--- src/rtl/xalu_acc.sv ---
// Accumulator ALU: single-cycle arithmetic/logic ops plus multi-cycle bit-serial rotates.
// The accumulator holds the last delivered result and can stand in for operand A.
module xalu_acc #(
    parameter int WIDTH = 8,
    parameter int SHW   = $clog2(WIDTH)
) (
    input  logic             clk,
    input  logic             rst_n,
    input  logic             in_valid,
    output logic             in_ready,
    input  logic [3:0]       op,
    input  logic [WIDTH-1:0] opa,
    input  logic [WIDTH-1:0] opb,
    input  logic             src_acc,
    input  logic             cin,
    input  logic             com,
    output logic             out_valid,
    input  logic             out_ready,
    output logic [WIDTH-1:0] result,
    output logic             cout,
    output logic             ovf,
    output logic             zero,
    output logic             neg_zero,
    output logic             equ,
    output logic             err
);

    localparam logic [3:0] OP_ADD = 4'd0, OP_AND = 4'd1, OP_OR  = 4'd2, OP_XOR = 4'd3,
                           OP_PSA = 4'd4, OP_PSB = 4'd5, OP_SHR = 4'd6, OP_SHL = 4'd7,
                           OP_SUB = 4'd8, OP_ROL = 4'd9, OP_ROR = 4'd10;

    typedef enum logic {IDLE, ROT} state_t;
    state_t state, state_nxt;

    logic [WIDTH-1:0] acc, a_eff, b_add, rot_w, rot_nxt;
    logic [WIDTH:0]   sum;
    logic [SHW-1:0]   cnt;
    logic             rot_left, rot_com, rot_equ, rot_bit;
    logic             accept, rot_start;
    logic [WIDTH-1:0] op_res;
    logic             op_cout, op_ovf, op_err;
    logic             fin_valid;
    logic [WIDTH-1:0] fin_res;
    logic             fin_cout, fin_ovf, fin_equ, fin_err;

    assign in_ready  = rst_n && (state == IDLE) && (!out_valid || out_ready);
    assign accept    = in_valid && in_ready;
    assign a_eff     = src_acc ? acc : opa;
    // A zero rotate count finishes in one cycle, so only nonzero counts enter ROT.
    assign rot_start = accept && (op == OP_ROL || op == OP_ROR) && (opb[SHW-1:0] != '0);

    always_comb begin
        b_add   = (op == OP_SUB) ? ~opb : opb;
        sum     = {1'b0, a_eff} + {1'b0, b_add} + {{WIDTH{1'b0}}, cin};
        op_res  = a_eff;
        op_cout = 1'b0;
        op_ovf  = 1'b0;
        op_err  = 1'b0;
        case (op)
            OP_ADD, OP_SUB: begin
                op_res  = sum[WIDTH-1:0];
                op_cout = sum[WIDTH];
                op_ovf  = (a_eff[WIDTH-1] == b_add[WIDTH-1]) && (sum[WIDTH-1] != a_eff[WIDTH-1]);
            end
            OP_AND:         op_res = a_eff & opb;
            OP_OR:          op_res = a_eff | opb;
            OP_XOR:         op_res = a_eff ^ opb;
            OP_PSA:         op_res = a_eff;
            OP_PSB:         op_res = opb;
            OP_SHR: begin
                op_res  = {cin, a_eff[WIDTH-1:1]};
                op_cout = a_eff[0];
            end
            OP_SHL: begin
                op_res  = {a_eff[WIDTH-2:0], cin};
                op_cout = a_eff[WIDTH-1];
            end
            OP_ROL, OP_ROR: op_res = a_eff;
            default:        op_err = 1'b1;
        endcase
    end

    always_comb begin
        rot_nxt = rot_left ? {rot_w[WIDTH-2:0], rot_w[WIDTH-1]} : {rot_w[0], rot_w[WIDTH-1:1]};
        rot_bit = rot_left ? rot_w[WIDTH-1] : rot_w[0];
    end

    always_comb begin
        state_nxt = state;
        fin_valid = 1'b0;
        fin_res   = op_res ^ {WIDTH{com}};
        fin_cout  = op_cout;
        fin_ovf   = op_ovf;
        fin_equ   = (a_eff == opb);
        fin_err   = op_err;
        case (state)
            IDLE: begin
                if (accept) begin
                    if (rot_start) state_nxt = ROT;
                    else           fin_valid = 1'b1;
                end
            end
            ROT: begin
                if (cnt == SHW'(1)) begin
                    state_nxt = IDLE;
                    fin_valid = 1'b1;
                    fin_res   = rot_nxt ^ {WIDTH{rot_com}};
                    fin_cout  = rot_bit;
                    fin_ovf   = 1'b0;
                    fin_equ   = rot_equ;
                    fin_err   = 1'b0;
                end
            end
            default: state_nxt = IDLE;
        endcase
    end

    always_ff @(posedge clk) begin
        if (!rst_n) begin
            state     <= IDLE;
            cnt       <= '0;
            acc       <= '0;
            rot_w     <= '0;
            rot_left  <= 1'b0;
            rot_com   <= 1'b0;
            rot_equ   <= 1'b0;
            result    <= '0;
            cout      <= 1'b0;
            ovf       <= 1'b0;
            zero      <= 1'b0;
            neg_zero  <= 1'b0;
            equ       <= 1'b0;
            err       <= 1'b0;
            out_valid <= 1'b0;
        end else begin
            state <= state_nxt;
            if (rot_start) begin
                rot_w    <= a_eff;
                cnt      <= opb[SHW-1:0];
                rot_left <= (op == OP_ROL);
                rot_com  <= com;
                rot_equ  <= (a_eff == opb);
            end else if (state == ROT) begin
                rot_w <= rot_nxt;
                cnt   <= cnt - SHW'(1);
            end
            if (fin_valid) begin
                result    <= fin_res;
                cout      <= fin_cout;
                ovf       <= fin_ovf;
                zero      <= (fin_res == '0);
                neg_zero  <= (fin_res == '1);
                equ       <= fin_equ;
                err       <= fin_err;
                acc       <= fin_res;
                out_valid <= 1'b1;
            end else if (out_ready) begin
                out_valid <= 1'b0;
            end
        end
    end

endmodule

--- config.mk ---
export PLATFORM = sky130hd
export DESIGN_NAME = xalu_acc
export DESIGN_NICKNAME = d
export VERILOG_FILES = /design/src/rtl/xalu_acc.sv
export SDC_FILE = /design/constraint.sdc
export NUM_CORES = 1
export LEC_CHECK = 0
export ABC_AREA = 0
export CORE_MARGIN = 2
export CORE_UTILIZATION = 52
export CTS_CLUSTER_SIZE = 8
export DETAILED_ROUTE_END_ITERATION = 8
export PLACE_DENSITY = 0.76
export SYNTH_ARGS = -nofsm -noshare
export SYNTH_HDL_FRONTEND = slang
export SYNTH_SLANG_ARGS = --single-unit
--- constraint.sdc ---
create_clock -name clk -period 5.5 [get_ports clk]
set_input_delay 1.1 -clock clk [delete_from_list [all_inputs] [get_ports clk]]
set_output_delay 1.1 -clock clk [all_outputs]
set_load 0.005 [all_outputs]
Yosys cells after proc, flatten, opt, wreduce, memory -nomap -nowiden
Cells that the tools add are included.
Widths: inputs -> output; s select.
Word-level totals
  bits in registers: 30
  input bits: 27
  output and inout port bits: 16
  logic and storage cells: 87
Cells by class
  add/subtract/negate cells: 3
  equality and inequality tests: 15
  mux-type cells: 32
  bitwise logic cells: 7
  reduce and logical (&&, ||, !) cells: 16
Operators by type and width (count)
  $mux 8: 7
  $pmux 8 s7: 1
  $xor 8x8->8: 3
  $mux 1: 19
  $eq 4x3->1 const B: 4
  $eq 4x4->1 const B: 3
  $reduce_or 11->1: 1
  $add 8x8->9: 1
  $add 9x1->9: 1
  $and 8x8->8: 1
  $eq 4x2->1 const B: 2
  $eq 8x8->1: 1
  $eq 8x8->1 const B: 1
  $logic_not 8->1: 1
  $not 8->8: 1
  $or 8x8->8: 1
  $logic_and 1x1->1: 6
  $mux 3: 2
  $eq 4x1->1 const B: 1
  $logic_not 4->1: 1
  $pmux 1 s2: 2
  $reduce_bool 2->1: 2
  $eq 3x1->1 const B: 1
  $pmux 1 s3: 1
  8 further kinds: 9

Longest topological paths before layout
Gate-level depths: netlist of run 1.
  word-level depth: 10
  gate-level depth with buffers: 17
  mapped depth without buffers: 15

Worst setup path after synthesis of run 1
OpenSTA, ideal clock, no wires.
  path type: input-to-reg
  start point: input port op[0]
  end point: register zero
  arrival: 4.565 ns
  slack: 0.866 ns
  stages: 17
  cells stage by stage: buf_2 buf_2 buf_2 nor3_2 xnor2_1 fa_1 inv_1 fa_1 a211oi_1 nor3b_1 mux2_2 o21ai_0 a32oi_1 xnor2_1 a21oi_1 or3_1 o21ai_1
Between the ends
  longest elaborated chain between the ends: 9
RTL lines
  start, declared: RTL line 11  | input logic [3:0] op,
  $eq 4x4->1: RTL line 53, 59
  $mux 8: RTL line 53  | b_add = (op == OP_SUB) ? ~opb : opb;
  $add 8x8->9: RTL line 54  | sum = {1'b0, a_eff} + {1'b0, b_add} + {{WIDTH{1'b0}}, cin};
  $add 9x1->9: RTL line 54
  $pmux 8 s7: RTL line 59  | case (op)
  $xor 8x8->8: RTL line 91  | fin_res = op_res ^ {WIDTH{com}};
  $mux 8: RTL line 104  | if (cnt == SHW'(1)) begin
  $mux 8: RTL line 96  | case (state)
  $logic_not 8->1: RTL line 151  | zero <= (fin_res == '0);
  end signal, assigned: RTL line 151
  end, declared: RTL line 22  | output logic zero,
Several ways; a longest one is shown, not always the timed one.
A chain may end at the register's enable or synchronous reset.

Final worst setup path of run 1
  start point: input port src_acc
  end point: register zero
Between the ends
  longest elaborated chain between the ends: 8
RTL lines
  start, declared: RTL line 14  | input logic src_acc,
  $mux 8 *: RTL line 48  | assign a_eff = src_acc ? acc : opa;
  $add 8x8->9: RTL line 54
  $add 9x1->9: RTL line 54
  $pmux 8 s7 *: RTL line 59
  $xor 8x8->8 *: RTL line 91
  $mux 8: RTL line 104
  $mux 8 *: RTL line 96
  $logic_not 8->1 *: RTL line 151
Mark *: on every way between the ends. The rest lies on a longest branch, timed or not.

==> results of run 1 <==
==> final timing paths <==
path / end / slack, ps / cells after the start
worst max-delay path: zero / 850 / 15
worst min-delay path: equ / 480 / 2
worst max register to register: zero / 2140 / 12
worst min register to register: equ / 480 / 2
==> flip-flops by register name (all words and copies together) (netlist names) <==
signal	count
acc	8
cnt	3
cout	1
equ	1
err	1
neg_zero	1
out_valid	1
ovf	1
rot_com	1
rot_equ	1
rot_left	1
rot_w	8
state	1
zero	1
==> cell families after synthesis <==
kind of cell | count (synthesis) | synth area share
and+or+nand+nor | 148 | 0.229
AOI/OAI and AO/OA | 114 | 0.244
buffers and inverters | 47 | 0.0601
DFF | 30 | 0.185
muxes | 29 | 0.106
adders and majority gates | 27 | 0.109
xor gates and xnor gates | 25 | 0.0675
==> cell type report <==
type                    count  area share
clock buffers               8      0.0286
flip-flops and latches     30       0.156
inverters                  23      0.0224
repair buffers             54       0.133
multi-input cells         343       0.636
well taps                  75      0.0244
==> layer usage <==
metal / track usage / share of wire / up-vias
met5: 0 / 0 / -
met4: 0.101 / 0.020 / 0
met2: 0.455 / 0.47 / 146
li1: - / - / 1578
met3: 0.0318 / 0.067 / 28
met1: 0.372 / 0.45 / 1566
==> metrics by stage <==
step / setup WS, ps / area (sq um) / util / power, W
after floorplan: 866 / 3250 / - / 0.000418
after global placement: 725 / 3740 / 0.624 / 0.000503
after detailed placement: 626 / 3740 / 0.624 / 0.000509
after CTS: 899 / 3850 / 0.643 / 0.000720
after global routing: 700 / 3850 / 0.643 / 0.000757
final: 849 / 3850 / 0.643 / 0.000725
==> cells in the final DEF (no fill, tap or decap), types with 3 or more instances in the layout <==
cell             instances
o21ai_0                 14
or3_1                    4
inv_1                   21
o211a_1                  5
clkdlybuf4s50_1         42
a21boi_0                 5
a21oi_1                 25
mux2_2                   3
o21a_1                   5
o211ai_1                 3
a211oi_1                 7
nor3_1                   4
a31oi_1                  4
nand2b_1                11
dfxtp_1                 30
ha_1                    25
xnor2_1                 18
nor2_1                  41
clkbuf_8                 8
a32oi_1                  3
mux2i_4                  3
nand2_1                 39
o31a_1                   5
a21o_1                   7
nor2b_1                 14
and2_1                   8
o22ai_1                  9
xor2_1                   7
a221oi_1                 4
buf_4                   12
mux2i_1                 22
nor3b_1                  5
nand3_1                  8
==> cell usage after synthesis, types with 5 or more instances <==
cell	n	share of area
a211oi_1	7	0.016
a21boi_0	5	0.012
a21o_1	7	0.016
a21oi_1	25	0.039
and2_1	8	0.015
buf_2	9	0.014
clkbuf_1	12	0.014
dfxtp_1	30	0.19
ha_1	25	0.096
inv_1	21	0.024
mux2i_1	22	0.068
nand2_1	39	0.045
nand2b_1	11	0.021
nand3_1	8	0.012
nor2_1	41	0.047
nor2b_1	14	0.027
nor3b_1	5	0.012
o211a_1	5	0.015
o21a_1	5	0.012
o21ai_0	14	0.022
o22ai_1	9	0.017
o31a_1	5	0.013
xnor2_1	18	0.049
xor2_1	7	0.019
==> worst max-delay path, stage by stage <==
cell	delay, ps
clkdlybuf4s50_1	630
buf_4	250
mux2i_4	360
fa_1	250
inv_1	60
fa_1	410
a211oi_1	300
nor2_1	100
xor2_1	150
a221oi_1	320
mux2i_1	220
a21o_1	170
nand3_1	90
or3_1	330
o21ai_1	130
==> power by group through the flow <==
| stage | combinational [W] | sequential (W) | clock, W |
|---|---|---|---|
| 2_1_floorplan | 0.000182 | 0.000236 | 0 |
| 3_3_place_gp | 0.000266 | 0.000237 | 0 |
| 3_5_place_dp | 0.000272 | 0.000237 | 0 |
| 4_1_cts | 0.000274 | 0.000232 | 0.000215 |
| 5_1_grt | 0.000303 | 0.000233 | 0.000221 |
| 6_report | 0.000280 | 0.000232 | 0.000213 |
==> flow_summary_export.csv, run 1 <==
group,metric,value,unit
place,hpwlAfterDp,7220,microns
worst_hold_path,hold_class,"register to register",
floorplan,boundaryPins,43,
clocking,clock_path_buffers,2,
clocking,cts.sinks,30,
worst_setup_path,worstPathRequired,5730,ps
yosys,synth.avg_cell_area,7.73,sq um
run_status,status,"completed",
yosys,async_flop_share,0,
clocking,cts_setup_buffers,0,
place,portBuffers,42,
drt,drc,0,
floorplan,die_area,6890,sq um
worst_setup_path,cp_max_fo,5,
drt,totalWireLength,9720,microns
yosys,synth_fp_nets,474,
yosys,synth_cells,420,
power_and_ir_drop,seq_power_share,0.321,
yosys,synth_edf_count,0,
cells_and_area,seq_area,601,sq um
global_routing,gr-total-overflow,0,
sta,hold_viol,0,
sta,hold_slack,478,ps
worst_setup_path,r2r_start,"acc[2]",
yosys,ys_seq_elements,30,
drt,dr.pass1.iters,5,
worst_setup_path,startpoint_type,"primary input",
sta,slew_headroom,0.384,
drt,antenna_left,0,
place,placed_cells,525,
drt,wire_per_inst,18.2,microns
cells_and_area,drive_above_1_share,0.0699,
sta,max_freq,215,MHz
floorplan,die_h,83.0,microns
worst_setup_path,cp-end-kind,"register",
power_and_ir_drop,p_clk_frac,0.293,
sta,fin_crit,4650,ps
drt,drt_iter0_drc,327,
worst_setup_path,crit_type,"primary input to register",
clocking,cts-root-buf,"clkbuf_8",
global_routing,grt_start_max_net_pins,37,
yosys,synth_cell_types,64,
flow_run,max_cap_violations,0,
power_and_ir_drop,swShare,0.342,
floorplan,rows,28,
power_and_ir_drop,power_density,188,nW/um^2
yosys,synth_flop_cell,"dfxtp_1",
drt,vias,3318,
place,gp_congestion,0.983,
sta,rsz0062_at_grt,"no",
clocking,cts_resized,0,
clocking,holdBufCountCts,0,
yosys,syn_area,3250,sq um
worst_setup_path,crit_path_start,"src_acc",
yosys,yosysWarnings,0,
power_and_ir_drop,irDropWorstVdd,0.213,mV
worst_hold_path,hp-start,"equ",
global_routing,grt_pass1_vias,3181,
cells_and_area,area_growth,18.7,%
cells_and_area,antenna_cells,0,
power_and_ir_drop,p_int,0.000477,W
sta,setup_viol,0,
clocking,htreeDepth,2,
sta,tns,0,ps
power_and_ir_drop,comb_power_share,0.386,
clocking,tritoncts,"built",
drt,via_per_inst,6.23,
power_and_ir_drop,p_leak,1.57,nW
cells_and_area,nFillCells,542,
power_and_ir_drop,p_switching,0.000248,W
cells_and_area,nets,511,
global_routing,antenna_found_initial,0,
cells_and_area,multiInputGateArea,2450,sq um
floorplan,core-area,5990,sq um
floorplan,fp.dieW,83.0,microns
floorplan,start_util,0.542,
clocking,clock_latency,290,ps
cells_and_area,instances_no_fill,533,
worst_setup_path,critPathArrivalTime,4880,ps
sta,fin_crit_sh,0.846,
sta,max_slew.worst_pin.slew,912,ps
clocking,numCtsBuffers,5,
sta,skew,11.8,ps
clocking,clk_pin_slew,70,ps
yosys,seq_area_frac_synth,0.185,
sta,slew_viol_final,0,
global_routing,grt_usage,0.276,
global_routing,grt_pass1_wl,15800,microns
No activity file was read; power rests on OpenSTA's default activity.
==> run 2, diff against run 1 <==
==> constraint.sdc (replaced) <==
create_clock -name clk -period 4.7 [get_ports clk]
set_input_delay 0.94 -clock clk [delete_from_list [all_inputs] [get_ports clk]]
set_output_delay 0.94 -clock clk [all_outputs]
set_load 0.005 [all_outputs]
==> run 2 against run 1 <==
  * Worst setup slack lost 350 ps
  * Critical path type unchanged
  * Register-to-register slack worse by 570 ps
  * Largest power group unchanged
  * Combinational power grew 23%
  * Sequential share of layout area decreased by 0.40 points
  * Worst hold slack lost 5.1 ps
  * Core utilization up 1.7 points
  * Count of clock-buffer cells in the layout is 1 lower
  * Sequential power grew 17%
  * Cell count grew 3.0%
  * Clock skew fell by 7.1 ps
  * Non-clock buffer count up 16
==> flow_summary_export.csv, run 2 (synthesis gave the netlist of run 1 again) <==
group,metric,value,unit
global_routing,grt_usage,0.287,
place,gp_congestion,0.985,
sta,hold_viol,0,
cells_and_area,drive_above_1_share,0.0992,
worst_setup_path,crit_type,"primary input to register",
clocking,numCtsBuffers,5,
worst_setup_path,worstPathRequired,4930,ps
global_routing,grt_pass1_wl,16300,microns
floorplan,rows,28,
worst_setup_path,cp_max_fo,3,
cells_and_area,most-common-layout-cells,"clkdlybuf4s50_1, nor2_1, nand2_1, dfxtp_1, buf_4",
clocking,tritoncts,"built",
global_routing,gr-total-overflow,0,
clocking,clock_path_buffers,2,
worst_setup_path,critPathSlowestCell,"clkdlybuf4s50_1",
drt,totalWireLength,10000,microns
worst_setup_path,critPathArrivalTime,4430,ps
floorplan,start_util,0.542,
worst_setup_path,crit_chain,"clkdlybuf4s50_1, nand2b_1, nor3_2, xnor2_1, fa_1, inv_1, fa_1, a211oi_1, nor3b_1, mux2_2, o21ai_0, a32oi_1, xnor2_1, a21oi_1, or3_1, o21ai_1",
place,portBuffers,42,
power_and_ir_drop,power_density,212,nW/um^2
clocking,clock_latency,290,ps
cells_and_area,nets,527,
sta,rsz0062_at_grt,"no",
cells_and_area,area_growth,21.8,%
sta,setup_viol,0,
sta,fin_crit_sh,0.893,
power_and_ir_drop,p_leak,1.64,nW
worst_setup_path,startpoint_type,"primary input",
cells_and_area,reg.largest.list,"acc: 8 flops, rot_w: 8 flops, cnt: 3 flops",
place,hpwlAfterDp,7490,microns
drt,drc,0,
worst_setup_path,r2r_slack,1570,ps
sta,slew_headroom,0.424,
sta,max_slew.worst_pin.slew,858,ps
clocking,clk_pin_slew,70,ps
worst_setup_path,cpPeakStageDelay,420,ps
drt,wire_per_inst,18.2,microns
worst_hold_path,hold_class,"register to register",
global_routing,grt_start_max_net_pins,37,
drt,via_per_inst,6.13,
sta,fin_crit,4200,ps
drt,vias,3368,
worst_setup_path,cp-end-kind,"register",
flow_run,max_cap_violations,0,
clocking,cts_resized,0,
global_routing,grt_pass1_vias,3255,
global_routing,antenna_found_initial,0,
sta,tns,0,ps
floorplan,boundaryPins,43,
clocking,holdBufCountCts,0,
cells_and_area,antenna_cells,0,
clocking,cts.sinks,30,
cells_and_area,fin_util,0.660,
drt,antenna_left,0,
floorplan,fp.dieW,83.0,microns
sta,max_freq,238,MHz
cells_and_area,layout_commonest_cell,"clkdlybuf4s50_1",
drt,dr.pass1.iters,6,
power_and_ir_drop,total_power,0.000839,W
cells_and_area,nFillCells,531,
floorplan,die_h,83.0,microns
run_status,status,"completed",
floorplan,core-area,5990,sq um
sta,skew,4.69,ps
sta,slew_viol_final,0,
drt,drt_iter0_drc,338,
clocking,cts_setup_buffers,0,
clocking,cts-root-buf,"clkbuf_8",
power_and_ir_drop,irDropWorstVdd,0.224,mV
floorplan,die_area,6890,sq um
clocking,htreeDepth,2,
run 2: changes by cell type in the layout (fill, tap and decap cells not counted), sizes merged:
cell	before	now
buf	12	28
clkbuf	8	7
clkinv	1	2
run 2: per-layer routing:
metal / wire, microns / GRT usage
met2: 4620 / 0.473
met5: 0 / 0
met1: 4270 / 0.378
met4: 244 / 0.0894
met3: 879 / 0.0557
run 2: through the flow:
| stage | setup slack (ps) | std cells | hold WS (ps) | cell area, sq um |
|---|---|---|---|---|
| 2_1_floorplan | 226 | 420 | 453 | 3250 |
| 3_3_place_gp | 323 | 541 | 456 | 3860 |
| 3_5_place_dp | 249 | 541 | 467 | 3860 |
| 4_1_cts | 518 | 549 | 476 | 3950 |
| 5_1_grt | 243 | 549 | 521 | 3950 |
| 6_report | 501 | 549 | 472 | 3950 |
run 2: where the power goes:
group	internal, W	switching, W
sequential	0.000263	0.00000817
clock	0.000118	0.000105
combinational	0.000160	0.000185
run 2: final timing paths:
| path | start | end | cells after the start |
|---|---|---|---|
| max | op[2] | zero | 16 |
| min | zero | zero | 2 |
| max reg2reg | acc[0] | zero | 13 |
| min reg2reg | zero | zero | 2 |
run 2: critical path, delay by kind of cell:
family                   cells  cell delay (ps)
AO/OA/AOI/OAI                5              630
XOR/XNOR                     2              320
adder cells (fa/ha/maj)      2              590
buffers and inverters        2              500
multiplexers                 1              370
AND/OR/NAND/NOR              4             1070
run 2: final cells by class:
class	instances	area, sq um	share of cell area
clock buffer	7	86.3	0.0218
clock inverter	1	5.00	0.00127
inverter	23	86.3	0.0218
multi-input combinational	343	2450	0.620
sequential	30	601	0.152
tap	75	93.8	0.0237
timing repair buffer	70	631	0.160
==> run 3, diff against run 2 <==
--- a/config.mk
+++ b/config.mk
@@ -6,11 +6,14 @@
 export NUM_CORES = 1
 export LEC_CHECK = 0
 export ABC_AREA = 0
+export ABC_CLOCK_PERIOD_IN_PS = 4700
 export CORE_MARGIN = 2
 export CORE_UTILIZATION = 52
 export CTS_CLUSTER_SIZE = 8
 export DETAILED_ROUTE_END_ITERATION = 8
+export GPL_TIMING_DRIVEN = 0
 export PLACE_DENSITY = 0.76
+export SETUP_SLACK_MARGIN = 0.05
 export SYNTH_ARGS = -nofsm -noshare
 export SYNTH_HDL_FRONTEND = slang
 export SYNTH_SLANG_ARGS = --single-unit
==> run 3 against run 2 <==
  * Largest power group unchanged
  * Critical endpoint is now neg_zero
  * Final area is 1.2% lower
  * Via count rose by 0.36%
  * Clock power fell by 4%
==> flow_summary_export.csv, run 3 (synthesis gave the netlist of run 1 again) <==
group,metric,value,unit
run_status,status,"completed",
sta,tns,0,ps
worst_setup_path,r2r_start,"acc[4]",
global_routing,grt_pass1_wl,16100,microns
clocking,clock_latency,290,ps
drt,wire_per_inst,18.3,microns
drt,met1Wirelength,4100,microns
sta,rsz0062_at_grt,"no",
worst_hold_path,hold_class,"register to register",
cells_and_area,nFillCells,556,
worst_setup_path,crit_top_cell,"xnor2_1",
floorplan,fp.dieW,83.0,microns
sta,slew_viol_final,0,
power_and_ir_drop,irDropWorstVdd,0.220,mV
clocking,clock_path_buffers,2,
worst_setup_path,cp-end-kind,"register",
power_and_ir_drop,power_density,211,nW/um^2
worst_setup_path,crit_path_start,"op[3]",
cells_and_area,nets,522,
cells_and_area,reg.largest.list,"acc: 8 flops, rot_w: 8 flops, cnt: 3 flops",
global_routing,gr-total-overflow,0,
worst_setup_path,startpoint_type,"primary input",
sta,max_slew.worst_pin.slew,913,ps
worst_setup_path,r2r_cells,11,
worst_setup_path,critPathArrivalTime,4620,ps
clocking,cts-root-buf,"clkbuf_8",
drt,drc,0,
drt,antenna_left,0,
worst_setup_path,crit_cells,17,
sta,fin_crit,4440,ps
worst_setup_path,crit_type,"primary input to register",
power_and_ir_drop,p_leak,1.60,nW
global_routing,antenna_found_initial,0,
cells_and_area,most-common-layout-cells,"nor2_1, nand2_1, clkdlybuf4s50_1, dfxtp_1",
clocking,holdBufCountCts,0,
drt,drt_iter0_drc,276,
clocking,tritoncts,"built",
drt,via_per_inst,6.21,
floorplan,die_h,83.0,microns
floorplan,core-area,5990,sq um
clocking,cts.sinks,30,
sta,fin_crit_sh,0.945,
drt,dr_wl_met3,658,microns
place,placed_area,3740,sq um
worst_setup_path,r2r_slack,1120,ps
drt,wl_met2,4800,microns
place,hpwlAfterDp,7630,microns
sta,hold_viol,0,
drt,totalWireLength,9950,microns
cells_and_area,antenna_cells,0,
cells_and_area,area_growth,20.3,%
floorplan,start_util,0.542,
clocking,htreeDepth,2,
cells_and_area,layout_commonest_cell,"nor2_1",
floorplan,boundaryPins,43,
sta,setup_viol,0,
drt,vias,3380,
clocking,clk_pin_slew,70,ps
worst_setup_path,cp_top_family,"simple AND/OR/NAND/NOR gates",
place,placed_cells,535,
sta,slew_headroom,0.387,
place,gp_congestion,0.952,
floorplan,rows,28,
worst_setup_path,crit_chain,"clkdlybuf4s50_1, clkbuf_4, nand2b_2, nor3_4, xnor2_1, fa_1, inv_1, fa_2, a211oi_4, nor3b_2, mux2_2, o21ai_1, a32oi_1, xnor2_1, a21oi_1, and4_1, a21o_1",
sta,max_freq,225,MHz
worst_setup_path,crit_buf_inv,3,
worst_setup_path,cpPeakStageDelay,500,ps
sta,skew,10.2,ps
global_routing,grt_start_max_net_pins,11,
cells_and_area,finalInstanceArea,3900,sq um
clocking,numCtsBuffers,5,
floorplan,die_area,6890,sq um
global_routing,grt_usage,0.286,
worst_setup_path,crit_end,"neg_zero",
global_routing,grt_pass1_vias,3166,
worst_setup_path,worstPathRequired,4880,ps
cells_and_area,instances_no_fill,544,
cells_and_area,drive_above_1_share,0.0789,
sta,hold_slack,462,ps
flow_run,max_cap_violations,0,
worst_setup_path,r2r-end,"acc[7]",
place,portBuffers,40,
drt,dr.pass1.iters,5,
drt,routed.top_layer,"met4",
worst_setup_path,cp_max_fo,10,
worst_setup_path,critPathSlowestCell,"clkdlybuf4s50_1",
[run 3: final cells by class]
type                    count  area [sq um]  area share
repair buffers             41           413       0.106
clock buffers               7          86.3      0.0221
well taps                  75          93.8      0.0240
flip-flops and latches     30           601       0.154
multi-input cells         343          2490       0.638
clock inverters             1          5.00     0.00128
inverters                  23          86.3      0.0221
plain buffers              24           128      0.0327
[run 3: repair_timing]
item,in CTS,in global routing
pin swaps,2,3
gates resized for setup,10,10
setup buffers,1,0
endpoints found under the setup margin,10,7
[run 3: how the worst min path moves through the flow]
stage	start	end	cells after the start
after floorplan	zero	zero	2
after global placement	zero	zero	2
after detailed placement	zero	zero	2
after CTS	zero	zero	2
after global routing	acc[7]	acc[7]	2
final	zero	zero	2
[run 3: per-stage QoR]
stage / util / setup WS (ps) / total power (W)
floorplan: - / 226 / 0.000489
global placement: 0.624 / -1160 / 0.000590
detailed placement: 0.624 / -1200 / 0.000595
CTS: 0.646 / 29.3 / 0.000813
global route: 0.652 / 66.0 / 0.000868
finish: 0.652 / 259 / 0.000825
[run 3: power by group]
group          switching, W  internal [W]  total, W  leakage, nW
Clock             0.0000975      0.000118  0.000215       0.0482
Combinational      0.000190      0.000149  0.000339         1.30
Sequential       0.00000773      0.000263  0.000271        0.243
[run 3: worst reg2reg max path, delay by kind of cell, from the launching register on]
family                     cells  cell delay (ps)
and+or+nand+nor                3              710
adders and majority gates      1              420
muxes                          2             1010
buffers and inverters          1              180
AOI/OAI and AO/OA              4              880
DFF                            1              320
[run 3: routing by layer]
layer  GRT usage  vias to the layer above
met4       0.131                        0
met3      0.0388                       32
li1            -                     1607
met2       0.486                      167
met1       0.358                     1574
met5           0                        -
